[src/rtl/vga_scan_generator.sv]
// rtl/vga_scan_generator.sv - VGA raster timing, video RAM address generation and blank-gated RGB output
// Optional frame-start strobe on oFrameStart when VGA_FRAME_PULSE_EN is defined.
module vga_scan_generator #(
    parameter int CLK_DIV  = 2,
    parameter int H_ACTIVE = 640,
    parameter int H_FP     = 16,
    parameter int H_SYNC   = 96,
    parameter int H_BP     = 48,
    parameter int V_ACTIVE = 480,
    parameter int V_FP     = 10,
    parameter int V_SYNC   = 2,
    parameter int V_BP     = 33,
    parameter int ADDR_W   = 24
) (
    input  logic              Clock,
    input  logic              Reset,
    input  logic              iEnable,
    input  logic [2:0]        iVmemData,
    output logic [ADDR_W-1:0] oVmemAddress,
    output logic              oPixelTick,
    output logic [2:0]        oRGB,
    output logic              oHS,
    output logic              oVS,
    output logic              oVideoActive,
    output logic              oFrameStart
);
    localparam int H_TOTAL = H_ACTIVE + H_FP + H_SYNC + H_BP;
    localparam int V_TOTAL = V_ACTIVE + V_FP + V_SYNC + V_BP;
    localparam int H_W     = $clog2(H_TOTAL);
    localparam int V_W     = $clog2(V_TOTAL);
    localparam int DIV_W   = $clog2(CLK_DIV);

    localparam logic [DIV_W-1:0] DIV_LAST   = DIV_W'(CLK_DIV - 1);
    localparam logic [H_W-1:0]   H_LAST     = H_W'(H_TOTAL - 1);
    localparam logic [H_W-1:0]   H_ACT_END  = H_W'(H_ACTIVE);
    localparam logic [H_W-1:0]   H_SYNC_BEG = H_W'(H_ACTIVE + H_FP);
    localparam logic [H_W-1:0]   H_SYNC_END = H_W'(H_ACTIVE + H_FP + H_SYNC);
    localparam logic [V_W-1:0]   V_LAST     = V_W'(V_TOTAL - 1);
    localparam logic [V_W-1:0]   V_ACT_END  = V_W'(V_ACTIVE);
    localparam logic [V_W-1:0]   V_SYNC_BEG = V_W'(V_ACTIVE + V_FP);
    localparam logic [V_W-1:0]   V_SYNC_END = V_W'(V_ACTIVE + V_FP + V_SYNC);

    logic [DIV_W-1:0] divCount;
    logic [H_W-1:0]   hCount;
    logic [V_W-1:0]   vCount;
    logic             tick;
    logic             hWrap;
    logic             vWrap;
    logic             active;
    logic             hsN;
    logic             vsN;

    assign tick       = iEnable && (divCount == DIV_LAST);
    assign hWrap      = (hCount == H_LAST);
    assign vWrap      = (vCount == V_LAST);
    assign active     = (hCount < H_ACT_END) && (vCount < V_ACT_END);
    assign hsN        = !((hCount >= H_SYNC_BEG) && (hCount < H_SYNC_END));
    assign vsN        = !((vCount >= V_SYNC_BEG) && (vCount < V_SYNC_END));
    assign oPixelTick = tick;

    always_ff @(posedge Clock or negedge Reset) begin
        if (!Reset) begin
            divCount <= '0;
        end else if (iEnable) begin
            divCount <= (divCount == DIV_LAST) ? '0 : divCount + DIV_W'(1);
        end
    end

    always_ff @(posedge Clock or negedge Reset) begin
        if (!Reset) begin
            hCount <= '0;
            vCount <= '0;
        end else if (tick) begin
            hCount <= hWrap ? '0 : hCount + H_W'(1);
            if (hWrap) begin
                vCount <= vWrap ? '0 : vCount + V_W'(1);
            end
        end
    end

    // Advancing only on visible pixels leaves the next line's first address
    // parked through hblank and H_ACTIVE*V_ACTIVE through vblank.
    always_ff @(posedge Clock or negedge Reset) begin
        if (!Reset) begin
            oVmemAddress <= '0;
        end else if (tick) begin
            if (hWrap && vWrap) begin
                oVmemAddress <= '0;
            end else if (active) begin
                oVmemAddress <= oVmemAddress + ADDR_W'(1);
            end
        end
    end

    always_ff @(posedge Clock or negedge Reset) begin
        if (!Reset) begin
            oRGB         <= '0;
            oHS          <= 1'b1;
            oVS          <= 1'b1;
            oVideoActive <= 1'b0;
        end else if (tick) begin
            oRGB         <= active ? iVmemData : 3'b000;
            oHS          <= hsN;
            oVS          <= vsN;
            oVideoActive <= active;
        end
    end

`ifdef VGA_FRAME_PULSE_EN
    localparam logic [V_W-1:0] V_ACT_LAST = V_W'(V_ACTIVE - 1);

    always_ff @(posedge Clock or negedge Reset) begin
        if (!Reset) begin
            oFrameStart <= 1'b0;
        end else begin
            oFrameStart <= tick && hWrap && (vCount == V_ACT_LAST);
        end
    end
`else
    assign oFrameStart = 1'b0;
`endif

endmodule

[config.mk]
export PLATFORM = sky130hd
export DESIGN_NAME = vga_scan_generator
export DESIGN_NICKNAME = d
export VERILOG_FILES = /design/src/rtl/vga_scan_generator.sv
export SDC_FILE = /design/constraint.sdc
export NUM_CORES = 1
export LEC_CHECK = 0
export BUFFER_PORTS_ARGS = -buffer_cell sky130_fd_sc_hd__buf_2
export CORE_MARGIN = 2
export CORE_UTILIZATION = 45
export CTS_CLUSTER_SIZE = 40
export DETAILED_ROUTE_END_ITERATION = 12
export SYNTH_ARGS = -nofsm -noshare
export SYNTH_HDL_FRONTEND = slang
export SYNTH_SLANG_ARGS = --single-unit
export TNS_END_PERCENT = 10
[constraint.sdc]
create_clock -name Clock -period 2.67 [get_ports Clock]
set_input_delay 0.534 -clock Clock [delete_from_list [all_inputs] [get_ports Clock]]
set_output_delay 0.534 -clock Clock [all_outputs]
set_load 0.02 [all_outputs]
==> results by group <==
CTS
  – Clock slew at reported path FFs: 0.09 ns
  – CTS Hold Bufs: 0
  – Root Driver: clkbuf_8
  – CTS buffer count: 5
  – Worst-Skew Late Latency: 0.30 ns
  – Postcts setup bufs: 0
  – Number of gates resized after CTS: 0
  – Clk sinks: 51
  – CTS Buffer Depth: 2
  – CTS tree: done
  – H-tree Lvls: 2

Route
  – Iter 0 DRT Violations: 122
  – Avg WL per Cell: 16.1 um
  – DR vias: 2361
  – Pre-antenna DRT Iters: 4
  – Total routed wirelength: 6380 um
  – Drt drc: 0
  – Post-route ant nets: 0
  – Routed vias/inst: 5.96

Die
  – Chip height: 82.9 um
  – Die X: 82.9 um
  – Placeable core area: 5960 um^2
  – Initial Util: 47.1%
  – Full die area: 6880 um^2
  – Row count: 28
  – IO Count: 38

Synthesis
  – Cell variety after synth: 53
  – Mapped Cells: 287
  – Synth Cell Area: 2800 um^2
  – FFs w/ async S/R, synth: 100%
  – Syn Nets: 298
  – Average cell area after synthesis: 9.77 um^2
  – Yosys warns: 0
  – Register area share after synthesis: 45.6%
  – Main synth FF type: dfrtp_1
  – EDFF count, synth: 0
  – Flops & latches, synth: 51

Finish
  – Design area: 3150 um^2
  – Layout Cells excl Fill: 396
  – Multi-input logic area: 1390 um^2
  – Storage cell area: 1280 um^2
  – # diodes: 0
  – Area growth, synth to finish: 12.3%
  – Nets@finish: 332
  – # fillers: 585
  – Fraction of layout cells with a size suffix above 1: 20.2%

STA
  – Final hold vios: 0
  – Skew final: 0.00650 ns
  – Final Cycle Share: 81.5%
  – Worst slew pin tran: 0.889 ns
  – Fin. max-slew vios: 0
  – Achievable frequency: 460 MHz
  – RSZ-0062 raised after global routing: false
  – Final setup vio count: 0
  – Worst rel slew slack: 40.7%
  – Setup tns final: 0 ns
  – Min cycle time layout: 2.17 ns

Setup path
  – Worst Setup End Kind: register
  – Worst Path Buf+Inv: 1
  – R2R Setup Slk: 0.50 ns
  – Crit-path leading delay family: simple AND/OR/NAND/NOR gates
  – Crit Path Category: reg2reg
  – Cells along the critical path: ha_1, nand4_1, or4_1, o21ai_2, buf_4, o221ai_1
  – WP data required: 2.83 ns
  – Worst Reg-to-Reg Cells: 6
  – Reg2reg end: oVmemAddress[3]
  – Type of origin of the critical path: register
  – Slowest-stage cell, CP: or4_1
  – FF-to-FF Start: hCount[0]
  – CP Data Arrival Time: 2.34 ns
  – Worst-path fanout max: 13
  – CP peak stage delay: 0.70 ns
  – Worst Setup SP: hCount[0]
  – WP depth: 6

Placed design
  – Inst Count DP: 389
  – Routability cong.: 0.761
  – DPL Wire Length: 4400 um
  – Port buffer count: 36
  – Cell Area, Placed: 3050 um^2

GRT
  – Gr ovfl total: 0
  – Initial antenna violation count: 0
  – First-pass GRT wire length: 10900 um
  – Largest net degree at the start of global routing: 31
  – Global Route Usage Sum: 18.8%
  – Vias in the first global route: 2177

Power
  – Clock Power Share: 33.2%
  – P_int: 1.16 mW
  – Leakage: 1.48 nW
  – Peak supply drop: 0.336 mV
  – Switching share of power: 26.5%
  – Sequential cell fraction of total power: 56.3%
  – Switching Power: 419 uW
  – Pwr/cell area: 503 nW/um^2
  – Comb pwr share: 10.5%

Run status
  – Status: finished clean

Flow run
  – Max-cap violations: 0

Min path
  – Worst Hold Class: in2async
## stage by stage
step	hold slack [ns]	utilization [%]	power [mW]	setup WS [ns]
finish	0.262	52.9	1.58	0.495
global route	0.303	52.9	1.66	0.347
CTS	0.282	52.9	1.60	0.488
detailed placement	0.481	51.1	1.07	0.464
global placement	0.477	51.1	1.07	0.497
floorplan	0.238	-	1.01	0.585
## cells in the mapped netlist, types with 2 or more instances
library cell | n | area share [%]
xor2_1 | 4 | 1.2
a21oi_1 | 6 | 1.1
dfstp_2 | 2 | 1.9
or4_4 | 4 | 1.6
dfrtp_1 | 49 | 44
a22o_1 | 4 | 1.2
a31oi_1 | 5 | 1.1
nand2b_1 | 2 | 0.45
nand2_1 | 24 | 3.2
o21a_1 | 2 | 0.54
buf_4 | 2 | 0.54
o22ai_1 | 2 | 0.45
ha_1 | 5 | 2.2
or3_1 | 7 | 1.6
or2_2 | 2 | 0.45
and3_1 | 8 | 1.8
nor3_1 | 7 | 1.2
a221o_1 | 4 | 1.4
o211a_1 | 6 | 2.1
a211o_1 | 5 | 1.6
o211ai_2 | 2 | 0.89
o221ai_1 | 8 | 2.5
inv_1 | 14 | 1.9
xnor2_1 | 7 | 2.2
nand4_1 | 11 | 2.5
o2bb2ai_1 | 2 | 0.63
nand3_1 | 19 | 3.4
buf_2 | 3 | 0.54
o211ai_1 | 2 | 0.54
buf_6 | 2 | 0.80
clkbuf_1 | 8 | 1.1
nor2_1 | 13 | 1.7
o21ai_0 | 12 | 2.1
o311a_1 | 2 | 0.71
or4_1 | 5 | 1.3
nor4_1 | 7 | 1.6
and4_1 | 4 | 1.2
## metal layers
layer / vias up / track usage, % / wire length [um]
li1: 1151 / - / -
met1: 1144 / 26.6 / 3090
met2: 62 / 29.7 / 2910
met3: 4 / 3.88 / 332
met4: 0 / 4.77 / 48
met5: - / 0 / 0
## flip-flops by register name, indices dropped and copies added, names as in the netlist
signal / cells
oVideoActive: 1
oRGB: 3
oVmemAddress: 24
oVS: 1
hCount: 10
vCount: 10
oHS: 1
divCount: 1
## area by class of cell
cell class              instances  share of cell area (%)
inverters                      15                    1.79
clock inverters                 1                   0.954
repair buffers                 42                    7.15
multi-input cells             206                    44.2
well taps                      75                    2.98
clock buffers                   6                    2.31
flip-flops and latches         51                    40.6
## cell families (layout without fill, tap and decap cells)
family	Yosys count	count (layout)	share of synthesized area (%)
AND/OR/NAND/NOR	122	122	25.0
AO/OA/AOI/OAI	65	65	17.9
flip-flops	51	51	45.6
buffers and inverters	30	64	4.95
XOR/XNOR	11	11	3.44
adder cells (fa/ha/maj)	5	5	2.23
multiplexers	2	2	0.759
other	1	1	0.134
## power groups by stage
stage	clock network, mW	registers, mW	logic, mW
detailed placement	0	0.906	0.168
CTS	0.541	0.891	0.169
global route	0.570	0.898	0.196
floorplan	0	0.897	0.109
finish	0.526	0.891	0.166
global placement	0	0.905	0.165
## placed cells by master, fill, tap and decap left out, types with 4 or more instances in the layout
cell type	netlist	layout
a211o_1	5	5
a21oi_1	6	6
a221o_1	4	4
a22o_1	4	4
a31oi_1	5	5
and3_1	8	8
and4_1	4	4
buf_2	3	36
buf_4	2	6
clkbuf_8	0	5
dfrtp_1	49	49
ha_1	5	5
inv_1	14	14
nand2_1	24	24
nand3_1	19	19
nand4_1	11	11
nor2_1	13	13
nor3_1	7	7
nor4_1	7	6
o211a_1	6	6
o21ai_0	12	12
o221ai_1	8	8
or3_1	7	7
or4_1	5	5
or4_4	4	4
xnor2_1	7	7
xor2_1	4	4
## worst max path at each step
stage	endpoint
finish	oVmemAddress[3]
global route	oVmemAddress[5]
CTS	oVmemAddress[3]
floorplan	oVmemAddress[22]
detailed placement	oVmemAddress[3]
global placement	oVmemAddress[10]
(Power assumes the default switching activity.)
